===== config.mk =====
export PLATFORM = sky130hd
export DESIGN_NAME = seq_detect_scheduler
export DESIGN_NICKNAME = d
export VERILOG_FILES = /design/src/rtl/seq_detect_scheduler.sv
export SDC_FILE = /design/constraint.sdc
export NUM_CORES = 1
export LEC_CHECK = 0
export ABC_CLOCK_PERIOD_IN_PS = 3000
export CAP_MARGIN = 20
export CORE_MARGIN = 1.5
export CORE_UTILIZATION = 52
export DETAILED_ROUTE_END_ITERATION = 8
export HOLD_SLACK_MARGIN = 0.03
export PLACE_DENSITY = 0.9
export SETUP_SLACK_MARGIN = 0.4
export SYNTH_ARGS = -nofsm -noshare
export SYNTH_HDL_FRONTEND = slang
export SYNTH_SLANG_ARGS = --single-unit

===== constraint.sdc =====
create_clock -name clk -period 3 [get_ports clk]
set_clock_uncertainty 0.2 [all_clocks]
set_input_delay 0.75 -clock clk [delete_from_list [all_inputs] [get_ports clk]]
set_output_delay 0.75 -clock clk [all_outputs]
set_load 0.03 [all_outputs]

===== src/rtl/seq_detect_scheduler.sv =====
// Round-robin scheduler that shares one external bit-serial 10110 detector among NUM_REQ requesters.
// Optional macro SEQ_SCHED_FIRST_POS_EN adds res_first_pos (bit index of the first match in the word).
module seq_detect_scheduler #(
  parameter int NUM_REQ = 4,
  parameter int WORD_W  = 8,
  parameter int CNT_W   = 4
) (
  input  logic                         clk,
  input  logic                         reset,
  input  logic [NUM_REQ-1:0]           req_valid,
  input  logic [NUM_REQ*WORD_W-1:0]    req_data,
  output logic [NUM_REQ-1:0]           req_ready,
  output logic                         det_seq,
  output logic                         det_valid,
  input  logic                         det_detected,
  output logic                         det_restart,
  output logic                         res_valid,
  input  logic                         res_ready,
  output logic [$clog2(NUM_REQ)-1:0]   res_id,
`ifdef SEQ_SCHED_FIRST_POS_EN
  output logic [$clog2(WORD_W):0]      res_first_pos,
`endif
  output logic [CNT_W-1:0]             res_count
);

  localparam int ID_W  = $clog2(NUM_REQ);
  localparam int BIT_W = (WORD_W > 1) ? $clog2(WORD_W) : 1;
  localparam logic [BIT_W-1:0] LAST_BIT = BIT_W'(WORD_W - 1);
`ifdef SEQ_SCHED_FIRST_POS_EN
  localparam int POS_W = $clog2(WORD_W) + 1;
`endif

  typedef enum logic [1:0] {IDLE, SHIFT, RESULT, FLUSH} state_t;

  state_t              state, state_d;
  logic [ID_W-1:0]     rr_ptr, rr_ptr_d;
  logic [WORD_W-1:0]   shreg, shreg_d;
  logic [BIT_W-1:0]    bit_cnt, bit_cnt_d;
  logic [CNT_W-1:0]    count, count_d;
  logic [NUM_REQ-1:0]  req_ready_d;
  logic                det_valid_d;
  logic                res_valid_d;
  logic [ID_W-1:0]     res_id_d;
  logic [CNT_W-1:0]    res_count_d;
  logic                gnt_found;
  logic [ID_W-1:0]     gnt_id;
  logic [WORD_W-1:0]   words [NUM_REQ];
`ifdef SEQ_SCHED_FIRST_POS_EN
  logic [POS_W-1:0]    first_pos, first_pos_d, res_first_pos_d;
`endif

  function automatic logic [CNT_W-1:0] sat_inc(input logic [CNT_W-1:0] c);
    return (c == {CNT_W{1'b1}}) ? c : c + CNT_W'(1);
  endfunction

  function automatic logic [ID_W-1:0] rr_index(input logic [ID_W-1:0] base, input int off);
    int s;
    s = int'(base) + off;
    if (s >= NUM_REQ) s = s - NUM_REQ;
    return ID_W'(s);
  endfunction

  for (genvar g = 0; g < NUM_REQ; g++) begin : g_unpack
    assign words[g] = req_data[g*WORD_W +: WORD_W];
  end

  assign det_seq     = shreg[WORD_W-1];
  assign det_restart = reset | (state == FLUSH);

  // Scan downwards so the lowest offset from rr_ptr wins.
  always_comb begin
    gnt_found = 1'b0;
    gnt_id    = '0;
    for (int i = NUM_REQ - 1; i >= 0; i--) begin
      if (req_valid[rr_index(rr_ptr, i)]) begin
        gnt_found = 1'b1;
        gnt_id    = rr_index(rr_ptr, i);
      end
    end
  end

  always_comb begin
    state_d     = state;
    rr_ptr_d    = rr_ptr;
    shreg_d     = shreg;
    bit_cnt_d   = bit_cnt;
    count_d     = count;
    req_ready_d = '0;
    det_valid_d = det_valid;
    res_valid_d = res_valid;
    res_id_d    = res_id;
    res_count_d = res_count;
`ifdef SEQ_SCHED_FIRST_POS_EN
    first_pos_d     = first_pos;
    res_first_pos_d = res_first_pos;
`endif
    case (state)
      IDLE: begin
        if (gnt_found) begin
          state_d             = SHIFT;
          req_ready_d[gnt_id] = 1'b1;
          shreg_d             = words[gnt_id];
          res_id_d            = gnt_id;
          count_d             = '0;
          bit_cnt_d           = '0;
          det_valid_d         = 1'b1;
`ifdef SEQ_SCHED_FIRST_POS_EN
          first_pos_d         = '1;
`endif
        end
      end
      SHIFT: begin
        shreg_d   = shreg << 1;
        bit_cnt_d = bit_cnt + BIT_W'(1);
        if (det_detected) begin
          count_d = sat_inc(count);
`ifdef SEQ_SCHED_FIRST_POS_EN
          if (first_pos == '1) first_pos_d = POS_W'(bit_cnt);
`endif
        end
        // The result snapshot must include a match reported on the final bit.
        if (bit_cnt == LAST_BIT) begin
          state_d     = RESULT;
          det_valid_d = 1'b0;
          res_valid_d = 1'b1;
          res_count_d = count_d;
`ifdef SEQ_SCHED_FIRST_POS_EN
          res_first_pos_d = first_pos_d;
`endif
        end
      end
      RESULT: begin
        if (res_ready) begin
          state_d     = FLUSH;
          res_valid_d = 1'b0;
        end
      end
      FLUSH: begin
        state_d  = IDLE;
        rr_ptr_d = (res_id == ID_W'(NUM_REQ - 1)) ? '0 : res_id + ID_W'(1);
      end
      default: state_d = IDLE;
    endcase
  end

  always_ff @(posedge clk) begin
    if (reset) begin
      state     <= IDLE;
      rr_ptr    <= '0;
      shreg     <= '0;
      bit_cnt   <= '0;
      count     <= '0;
      req_ready <= '0;
      det_valid <= 1'b0;
      res_valid <= 1'b0;
      res_id    <= '0;
      res_count <= '0;
`ifdef SEQ_SCHED_FIRST_POS_EN
      first_pos     <= '1;
      res_first_pos <= '1;
`endif
    end else begin
      state     <= state_d;
      rr_ptr    <= rr_ptr_d;
      shreg     <= shreg_d;
      bit_cnt   <= bit_cnt_d;
      count     <= count_d;
      req_ready <= req_ready_d;
      det_valid <= det_valid_d;
      res_valid <= res_valid_d;
      res_id    <= res_id_d;
      res_count <= res_count_d;
`ifdef SEQ_SCHED_FIRST_POS_EN
      first_pos     <= first_pos_d;
      res_first_pos <= res_first_pos_d;
`endif
    end
  end

endmodule

==> Yosys cells after proc, flatten, opt, wreduce, memory -nomap -nowiden <==
Index checks and enable logic that the tools add are counted.
{ "classes": {"muxes": 44, "add_sub_neg": 10, "bitwise_logic": 4, "eq_ne": 9, "magnitude_cmp": 11, "reduce_logical": 11} }
{ "ops": {"columns": ["op", "n"], "rows": [
  ["2-to-1 mux 2 bit", 12],
  ["2-to-1 mux 8 bit", 3],
  ["binary-select mux 8 bit (select 2 bit)", 1],
  ["one-hot mux 8 bit (2 select lines)", 1],
  ["< comparator 2 x 3 -> 1 bit, second input constant", 5],
  ["2-to-1 mux 1 bit", 13],
  ["greater-or-equal comparator 3 bit, second input constant", 4],
  ["2-to-1 mux 4 bit", 3],
  ["AND reduction 3 bit", 3],
  ["binary-select mux 1 bit (select 2 bit)", 4],
  ["one-hot mux 2 bit (4 select lines)", 1],
  ["one-hot mux 4 bit (2 select lines)", 1],
  ["subtractor 2 x 1 -> 2 bit, second input constant", 4],
  ["adder 2 x 2 -> 3 bit, second input constant", 2],
  ["equality test 2 bit, second input constant", 3],
  ["!= test 2 bit, second input constant", 3],
  ["one-hot mux 3 bit (2 select lines)", 1],
  ["AND reduction 2 bit", 3],
  ["adder 4 x 1 -> 4 bit, second input constant", 1],
  ["equality test 4 bit, second input constant", 1],
  ["one-hot mux 1 bit (2 select lines)", 2],
  ["nonzero test 2 bit", 2],
  ["adder 2 x 1 -> 3 bit, second input constant", 1],
  ["adder 3 x 1 -> 3 bit, second input constant", 1],
  ["13 further kinds", 14]
]} }
{ "word_totals": {"wordCells": 99, "register_bits": 31, "output_inout_bits": 14} }

==> Depth between registers and ports, before layout <==
{ "logic_depth": {"word_depth": 15, "mapped_depth": 8, "ltp_nobuf": 7} }

==> Worst setup path before layout <==
No wires, ideal clock.
{ "synth_timing": {"path_kind": "input -> output", "startpoint": "in reset", "endpoint": "out det_restart", "t_required_ns": 2.050, "path_slack_ns": 0.658, "path_stages": 2, "arrival_time_ns": 1.392, "cell_sequence": "buf_1 -> or2_2"} }
{ "synth_via": {"elab_chain_len": 1} }
{ "synth_lines": {"columns": ["item", "line_no", "source"], "rows": [
  ["start, declared", "9", "input logic reset,"],
  ["OR 1 bit", "68", "assign det_restart = reset | (state == FLUSH);"],
  ["end, declared", "16", "output logic det_restart,"]
]} }
Every way passes these cells.

==> Worst setup path after layout <==
{ "layout_timing": {"startpoint": "in req_valid[0]", "endpoint": "reg shreg[5]"} }
{ "layout_via": {"elab_chain_len": 12, "word_cells_on_any_way": 24, "cone_classes": "1 x eq/ne; 21 x mux; 1 x bitwise; 1 x reduce/logical"} }
{ "layout_lines": {"columns": ["item", "line_no", "source"], "rows": [
  ["start, declared", "10", "input logic [NUM_REQ-1:0] req_valid,"],
  ["binary-select mux 1 bit (select 2 bit)", "75", "if (req_valid[rr_index(rr_ptr, i)]) begin"],
  ["2-to-1 mux 1 bit (implied by the code)", "75", null],
  ["2-to-1 mux 2 bit (4 in series)", "75", null],
  ["inverter 2 -> 3 bit (implied by the code)", "102", "shreg_d = words[gnt_id];"],
  ["binary-select mux 8 bit (select 2 bit)", "102", null],
  ["2-to-1 mux 8 bit (implied by the code) (2 in series)", "102", null],
  ["2-to-1 mux 8 bit", "99", "if (gnt_found) begin"],
  ["one-hot mux 8 bit (2 select lines)", "97", "case (state)"],
  ["end signal, assigned", "165", "shreg <= shreg_d;"],
  ["end, declared", "37", "logic [WORD_W-1:0] shreg, shreg_d;"]
]} }
Parallel ways exist; a longest one is shown, timed or not. The select of a mux whose other input is x is not followed.
A chain may end at the register's enable or synchronous reset.

==> reports/summary.log <==
INFO  clocking       tritoncts=yes
INFO  sta            timing.fmax=414MHz
INFO  floorplanning  core_area=0.00363mm2
INFO  setup_path     crit_path_start_kind=primary input
INFO  setup_path     worst-path-max-fanout=8
INFO  detailed_routing drt-total-wl=5.20mm
INFO  floorplanning  row_count=22
INFO  yosys          postSynthAreaPerCell=8.57um2
INFO  sta            measured_slew_at_the_worst_slew_check_pin=720ps
INFO  place          port_buffers=53
INFO  clocking       clk_pin_slew=60ps
INFO  detailed_routing drt_pre_antenna_iters=5
INFO  detailed_routing ant_nets=0
INFO  yosys          combined_area_of_all_synthesized_cells=0.00194mm2
INFO  yosys          synth.yosys.seq_area_share=31.9%
INFO  clocking       numCtsBuffers=5
INFO  detailed_routing drtIter0Drc=112
INFO  detailed_routing routed-via-count=1949
INFO  clocking       clk_latency=290ps
INFO  cells_and_area mostFrequentLayoutCell=clkdlybuf4s50_1
INFO  detailed_routing post_route_drc=0
INFO  sta            report.final.slew_viol_count=0
INFO  place          gp_routability_congestion=0.844
INFO  cells_and_area layout_cells_sized_above_1=16.5%
INFO  cells_and_area final_non_filler_cells=339
INFO  yosys          yosys_warnings=0
INFO  min_path       timing.hold.worst.class=reg -> reg
INFO  clocking       cts.root.buffer_cell=clkbuf_8
INFO  yosys          synthArstFlopShare=0%
INFO  status         result_of_the_run=complete, no violations
INFO  yosys          synthesis.nets=275
INFO  clocking       cts_max_level=2
INFO  yosys          yosys.cell_types.count=53
INFO  yosys          post_synth_inst_count=227
INFO  sta            grt_setup_unrepaired=no
INFO  yosys          synth_enable_flop_cells=0
INFO  setup_path     worst-endpoint-arrival=2410ps
INFO  clocking       hold_buffers=0
INFO  sta            setup_tns=0ps
INFO  floorplanning  floorplan.initialDensity=53.5%
INFO  grt            antenna_violations_before_repair=0
INFO  floorplanning  die_area=0.00412mm2
INFO  yosys          postSynthRegisterBits=31
INFO  grt            grt_pass1_vias=1690
INFO  cells_and_area finalNetCount=338
INFO  grt            globalRouteTotalUtil=24.8%
INFO  floorplanning  die_x_extent=64.2um
INFO  detailed_routing vias_per_cell=5.75
INFO  sta            slew_headroom=52.0%
INFO  sta            fin_crit_sh=80.5%
INFO  setup_path     critPathKind=in -> reg
INFO  floorplanning  die_height=64.2um
INFO  cells_and_area layout-area-overhead-vs-synth=42.2%
INFO  clocking       numClockSinks=31
INFO  flow_run       drv.max_cap_violation_count=0
INFO  sta            timing_hold_violations_final=0
INFO  sta            setup_ws=585ps
INFO  place          place_hpwl=3.38mm
INFO  pwr            pwr_density_cell=706mW/mm2
INFO  sta            post-route-min-period=2420ps
INFO  grt            grt_overflow=0
INFO  setup_path     critical_path.endpoint_type=flop
INFO  cells_and_area utilization=76.1%
INFO  pwr            leakagePower=1.09nW
INFO  cells_and_area most-common-layout-cells=clkdlybuf4s50_1, dfxtp_1, nor2_1, nand2_1, a21oi_1
INFO  setup_path     cp_data_required_time=3000ps
INFO  place          pre_cts_slack=20.2ps
INFO  grt            wire_length_of_the_first_global_routing_pass=7.87mm
INFO  pwr            total_power=1.95mW
INFO  floorplanning  io_pins=54
INFO  yosys          postSynth.topFlopCell=dfxtp_1
INFO  sta            setup_viol_count_final=0
INFO  clocking       cts.path.max_buffers=2
INFO  detailed_routing routed_wire_length_per_instance=15.3um
INFO  grt            grt_max_degree=33
INFO  cells_and_area n_antenna_cell=0
INFO  place          place.detailed.instances=323
INFO  pwr            vdd.ir_drop.worst=0.280mV
cells in the mapped netlist, types with 3 or more instances:
cell type | count | share of area (%)
a21oi_1 | 17 | 4.4
and3_1 | 8 | 2.6
o21bai_1 | 4 | 1.5
a21oi_2 | 7 | 3.2
a311oi_2 | 7 | 5.4
dfxtp_1 | 31 | 32
inv_1 | 13 | 2.5
buf_2 | 4 | 1.0
nor3b_1 | 3 | 1.2
a221oi_1 | 8 | 3.6
ha_1 | 8 | 5.1
o21ai_1 | 4 | 1.0
a21boi_0 | 8 | 3.1
nor3_1 | 3 | 0.77
mux2i_1 | 5 | 2.6
buf_6 | 3 | 1.7
nand2_1 | 17 | 3.3
a22oi_1 | 3 | 1.2
nand2b_1 | 3 | 0.97
nand3_1 | 6 | 1.5
clkbuf_1 | 4 | 0.77
nor2_1 | 23 | 4.4
nor2b_1 | 3 | 0.97
metrics by stage:
stage	hold WS, ps	instance area [um2]
final	263	2770
after detailed placement	256	2530
after CTS	265	2640
after global routing	309	2770
after floorplan	259	1940
after global placement	242	2530
per-layer routing:
layer	GRT usage [%]	up-vias	part of all wire, %
met5	0	-	0
met4	10.6	0	2.0
met3	6.34	12	6.2
met2	38.8	73	49
met1	32.2	900	43
li1	-	964	-
worst paths after layout:
kind / from / to / slack (ps) / cells after the start
setup / recovery: req_valid[0] / shreg[5]$_SDFFE_PP0P_ / 580 / 7
hold / removal: res_count[2]$_SDFFE_PP0P_ / res_count[2]$_SDFFE_PP0P_ / 260 / 2
setup reg to reg: state[1]$_SDFFE_PP0P_ / shreg[5]$_SDFFE_PP0P_ / 740 / 8
hold reg to reg: res_count[2]$_SDFFE_PP0P_ / res_count[2]$_SDFFE_PP0P_ / 260 / 2
power breakdown:
part | internal, mW | total [mW] | switching, mW | leakage (nW)
sequential | 0.508 | 0.598 | 0.0904 | 0.253
combinational | 0.518 | 1.03 | 0.517 | 0.794
clock | 0.163 | 0.319 | 0.157 | 0.0422
total | 1.19 | 1.95 | 0.764 | 1.09
registers in the layout (all words and copies together) (netlist names):
signal	cells
res_valid	1
bit_cnt	3
rr_ptr	2
res_count	4
count	4
res_id	2
shreg	8
det_valid	1
state	2
req_ready	4
area by class of cell:
class	count	area, um2
multi-input cells	171	1220
clock buffers	7	76.3
fillers	262	868
clock inverters	1	5.00
well taps	48	60.1
flip-flops and latches	31	621
repair buffers	68	729
inverters	13	48.8
critical path, cell delays in order:
cell and delay [ps]:
dlygate4sd2_1 330, or4_4 560, mux2i_4 180, buf_12 150
clkbuf_16 140, a21oi_2 50, a311oi_2 240
timing repair:
| action | in CTS | in global routing |
|---|---|---|
| gates resized for setup | 4 | 7 |
| buffers inserted | 2 | 2 |
| setup endpoints to repair | 4 | 11 |
| pin swaps | 1 | 2 |
| cloned | 0 | 4 |
kinds of logic after synthesis:
group | Yosys count | share of synthesized area [%]
flip-flops | 31 | 31.9
AND/OR/NAND/NOR | 79 | 21.0
adder cells (fa/ha/maj) | 8 | 5.15
XOR/XNOR | 1 | 0.451
AO/OA/AOI/OAI | 76 | 31.3
buffers and inverters | 26 | 6.44
multiplexers | 6 | 3.73
Power figures use the tool's default switching activity.
